`src/rtl/clk_gate_ctrl.sv`:
```
// Idle-timeout controller for a latch-based clock gate enable.
// Gates after a programmable idle run and re-enables with a settle window on wake.
module clk_gate_ctrl #(
  parameter int CNT_W    = 8,
  parameter int WAKE_LAT = 2
) (
  input  logic             clk_i,
  input  logic             rst_i,
  input  logic             sleep_en_i,
  input  logic             force_on_i,
  input  logic             busy_i,
  input  logic             wake_req_i,
  input  logic [CNT_W-1:0] idle_thresh_i,
  output logic             clk_en_o,
  output logic             ready_o,
  output logic             wake_ack_o,
  output logic [1:0]       state_o
);

  // state | meaning
  // RUN   | clock on, domain ready, waiting for idle
  // DRAIN | clock on, counting idle cycles toward the threshold
  // GATED | clock off, waiting for a wake condition
  // WAKE  | clock on, settling before ready is reported
  typedef enum logic [1:0] {
    ST_RUN   = 2'd0,
    ST_DRAIN = 2'd1,
    ST_GATED = 2'd2,
    ST_WAKE  = 2'd3
  } state_e;

  localparam logic [CNT_W:0] WAKE_LAT_W = (CNT_W+1)'(WAKE_LAT);

  state_e           state_q, state_d;
  logic [CNT_W-1:0] cnt_q, cnt_d;
  logic             clk_en_q, clk_en_d;
  logic             ready_q, ready_d;
  logic             wake_ack_q, wake_ack_d;

  logic             idle;
  logic [CNT_W:0]   cnt_inc;
  logic [CNT_W:0]   thresh_ext;

  assign idle       = sleep_en_i & ~force_on_i & ~busy_i & ~wake_req_i;
  // One extra bit so the compare-before-increment never sees a wrapped value.
  assign cnt_inc    = {1'b0, cnt_q} + {{CNT_W{1'b0}}, 1'b1};
  assign thresh_ext = {1'b0, idle_thresh_i};

  always_comb begin
    state_d = state_q;
    cnt_d   = cnt_q;
    case (state_q)
      ST_RUN: begin
        if (idle) begin
          state_d = (idle_thresh_i == '0) ? ST_GATED : ST_DRAIN;
          cnt_d   = '0;
        end
      end
      ST_DRAIN: begin
        if (!idle) begin
          state_d = ST_RUN;
          cnt_d   = '0;
        end else if (cnt_inc >= thresh_ext) begin
          state_d = ST_GATED;
          cnt_d   = '0;
        end else begin
          cnt_d = cnt_inc[CNT_W-1:0];
        end
      end
      ST_GATED: begin
        if (!idle) begin
          state_d = (WAKE_LAT == 0) ? ST_RUN : ST_WAKE;
          cnt_d   = '0;
        end
      end
      ST_WAKE: begin
        // Inputs are ignored here; the settle window always runs to completion.
        if (cnt_inc >= WAKE_LAT_W) begin
          state_d = ST_RUN;
          cnt_d   = '0;
        end else begin
          cnt_d = cnt_inc[CNT_W-1:0];
        end
      end
      default: begin
        state_d = ST_RUN;
        cnt_d   = '0;
      end
    endcase
  end

  // Outputs are registered from the next state so they move with state_q.
  always_comb begin
    clk_en_d   = (state_d != ST_GATED);
    ready_d    = (state_d == ST_RUN) || (state_d == ST_DRAIN);
    wake_ack_d = (state_d == ST_RUN) &&
                 ((state_q == ST_GATED) || (state_q == ST_WAKE));
  end

  always_ff @(posedge clk_i) begin
    if (rst_i) begin
      state_q    <= ST_RUN;
      cnt_q      <= '0;
      clk_en_q   <= 1'b1;
      ready_q    <= 1'b1;
      wake_ack_q <= 1'b0;
    end else begin
      state_q    <= state_d;
      cnt_q      <= cnt_d;
      clk_en_q   <= clk_en_d;
      ready_q    <= ready_d;
      wake_ack_q <= wake_ack_d;
    end
  end

  assign clk_en_o   = clk_en_q;
  assign ready_o    = ready_q;
  assign wake_ack_o = wake_ack_q;
  assign state_o    = state_q;

endmodule

```
`config.mk`:
```
export PLATFORM = sky130hd
export DESIGN_NAME = clk_gate_ctrl
export DESIGN_NICKNAME = d
export VERILOG_FILES = /design/src/rtl/clk_gate_ctrl.sv
export SDC_FILE = /design/constraint.sdc
export NUM_CORES = 1
export LEC_CHECK = 0
export ABC_AREA = 1
export CELL_PAD_IN_SITES_DETAIL_PLACEMENT = 0
export CELL_PAD_IN_SITES_GLOBAL_PLACEMENT = 1
export CORE_MARGIN = 2
export CORE_UTILIZATION = 37
export CTS_BUF_LIST = sky130_fd_sc_hd__clkbuf_4 sky130_fd_sc_hd__clkbuf_8
export DETAILED_ROUTE_END_ITERATION = 8
export PLACE_DENSITY_LB_ADDON = 0.1
export SYNTH_ARGS = -nofsm -noshare
export SYNTH_HDL_FRONTEND = slang
export SYNTH_SLANG_ARGS = --single-unit
```
`constraint.sdc`:
```
create_clock -name clk_i -period 2.4 [get_ports clk_i]
set_input_delay 0.48 -clock clk_i [delete_from_list [all_inputs] [get_ports clk_i]]
set_output_delay 0.48 -clock clk_i [all_outputs]
set_load 0.01 [all_outputs]
```
==> qor.csv <==
metric,value,unit
die_h,56.50,um
r2r_slack,0.25,ns
startpoint,cnt_q[0]$_SDFFE_PP0P_,
clock_skew,0.001323,ns
place.gp.congestion,0.8355,
clockRootBuffer,clkbuf_4,
fin_crit_sh,89.64,%
seq_area,260.3,um2
antenna_found_initial,0,
clock_latency,0.27,ns
critPathMaxStageDelay,0.34,ns
ctsHoldBuffers,0,
path_clk_slew,0.08,ns
slowest_stage,dfxtp_1,
tightest_slew,0.3767,ns
fillers,285,
syn_avg_cell_area,6.295,um2
cap_violations,0,
async_flop_share,0,%
timing.fmax,464.8,MHz
p_leak,0.0006499,uW
wl_per_cell,10.61,um
io_pins,19,
syn-num-nets,185,
cp_cell_sequence,"ha_1, nand3_2, xor2_2, ha_1, a21oi_1, nand2_1, nand2_1, nand3_1, nand2_2, nand2_1, nand2_1, nand2_1, nand2_1, nand2_2, nand2_2, inv_2",
drv_slew,0,
grt_max_degree,11,
critPathMaxFanout,3,
synth_seq_cells,13,
synth_edf_count,0,
p_per_area,337.7,nW/um2
finalSetupViolCount,0,
postSynthCellCount,162,
clockBufferDepth,2,
period_minus_slack,2.151,ns
ys.flop_type,dfxtp_1,
core_area,2686,um2
ys_top_cells_by_area,"dfxtp_1 (26%), nand2_1 (16%), inv_1 (13%)",
r2r_start,cnt_q[0]$_SDFFE_PP0P_,
slew_headroom,74.69,%
first_iter_violations,39,
end_kind,register,
yosysWarnings,0,
portBuffers,18,
drtPass1Iterations,4,
cts_buffers,3,
hp-start,cnt_q[5]$_SDFFE_PP0P_,
finalWirelength,2334,um
status,"complete, no violations",
synth_cell_type_count,26,
viasPerCell,4.609,
grt_pass1_vias,949,
worstPathRequired,2.58,ns
htree_levels,1,
cts_tree,done,
grt_pass1_wl,4064,um
cts_num_sinks,13,
yosysTopAreaCell,dfxtp_1,
syn_area,1020,um2
ys_seq_area_share,25.52,%
ir_worst_vdd,0.3797,mV
rows,19,
cp-start-kind,register,
grtUsageTotal,15.77,%
die_w,56.50,um
path_class,register to register,
num_antenna_cells,0,
totalNegativeSetupSlack,0,ns
globalRouteOverflowTotal,0,
rsz0062_at_grt,no,
drive_above_1_share,14.29,%
ant_nets,0,
cts_resized,0,
multi_input_area,631.9,um2
critPathArrivalTime,2.33,ns
initial_core_util,37.96,%
post-synth-top-area-fraction,25.52,%
hold_viol_final,0,
post_cts_buffers,0,
cp_common_cell,nand2_1,
hp-class,register to register,
drc,0,
power,444.9,uW
final_nets,213,
dieArea,3192,um2
area_growth,29.20,%
hpwlAfterDp,1889,um
vias,1014,
## sequential cells by signal, indices dropped and copies added, names as in the netlist
name / count
cnt_q: 8
state_o: 2
clk_en_o: 1
ready_o: 1
wake_ack_o: 1
## final timing paths
| check | endpoint | cells past startpoint |
|---|---|---|
| min reg2reg | cnt_q[5]$_SDFFE_PP0P_ | 2 |
| min | cnt_q[5]$_SDFFE_PP0P_ | 2 |
| max | state_o[1]$_SDFF_PP0_ | 16 |
| max reg2reg | state_o[1]$_SDFF_PP0_ | 16 |
## layout make-up
cell class | count | area share, %
clock buffers | 4 | 2.279
flip-flops and latches | 13 | 19.75
inverters | 35 | 9.972
repair buffers | 24 | 17.09
multi-input cells | 113 | 47.96
well taps | 31 | 2.944
## metal layers
metal  vias up  share of wire (%)  track usage, %
li1        550                  -               -
met2        21                 44           26.25
met1       441                 50           21.53
met3         2                5.0           1.843
met5         -                  0               0
met4         0               0.94           4.082
## cells in the final DEF, fill, tap and decap left out
master / count
nand2_1: 43
inv_1: 34
nor2_1: 18
clkdlybuf4s50_1: 18
dfxtp_1: 13
ha_1: 9
a21oi_1: 8
nand3_1: 6
buf_4: 6
nand2_2: 5
nand4_1: 4
clkbuf_4: 4
a21oi_2: 3
nand3_2: 2
o21ai_0: 2
nor3_1: 2
nand3b_1: 1
o21ai_1: 1
xor2_2: 1
xnor2_1: 1
o21ai_2: 1
nor2_4: 1
a31oi_1: 1
nor2_2: 1
nand2_4: 1
nor3_2: 1
nor4_1: 1
inv_2: 1
## synthesized netlist by cell type (2+ instances only)
master	n
dfxtp_1	13
nand2_2	5
nand4_1	4
a21oi_2	3
nand2_1	43
nor3_1	2
ha_1	9
inv_1	34
nand3_1	6
o21ai_0	2
a21oi_1	8
nand3_2	2
nor2_1	18
## through the flow
stage	setup WS, ns	instances	utilization (%)	area, um2	hold WS (ns)
after global placement	0.1296	216	47.65	1280	0.4846
after floorplan	0.3393	162	-	1020	0.4645
final	0.2486	220	49.05	1318	0.4992
after global routing	0.03365	220	49.05	1318	0.5439
after detailed placement	0.1009	216	47.65	1280	0.4896
after CTS	0.1740	220	48.77	1310	0.5022
## worst max-delay path, delay by kind of cell (launching register included)
| family | cells | cell delay (ns) |
|---|---|---|
| AO/OA/AOI/OAI | 1 | 0.18 |
| XOR/XNOR | 1 | 0.20 |
| adder cells (fa/ha/maj) | 2 | 0.51 |
| buffers and inverters | 1 | 0.03 |
| flip-flops | 1 | 0.34 |
| AND/OR/NAND/NOR | 11 | 0.80 |
## power by group
| part | switching, uW | internal [uW] | total, uW |
|---|---|---|---|
| Sequential | 3.33 | 219 | 223 |
| Combinational | 35.2 | 39.3 | 74.5 |
| Clock | 72.1 | 75.8 | 148 |
## cell families after synthesis
group	synth area share, %
simple gates	39.02
xor+xnor	1.718
buf+inv	13.25
flops	25.52
fa+ha+maj	11.04
compound gates	9.449
Note: power is estimated with default switching activity, not from simulation.
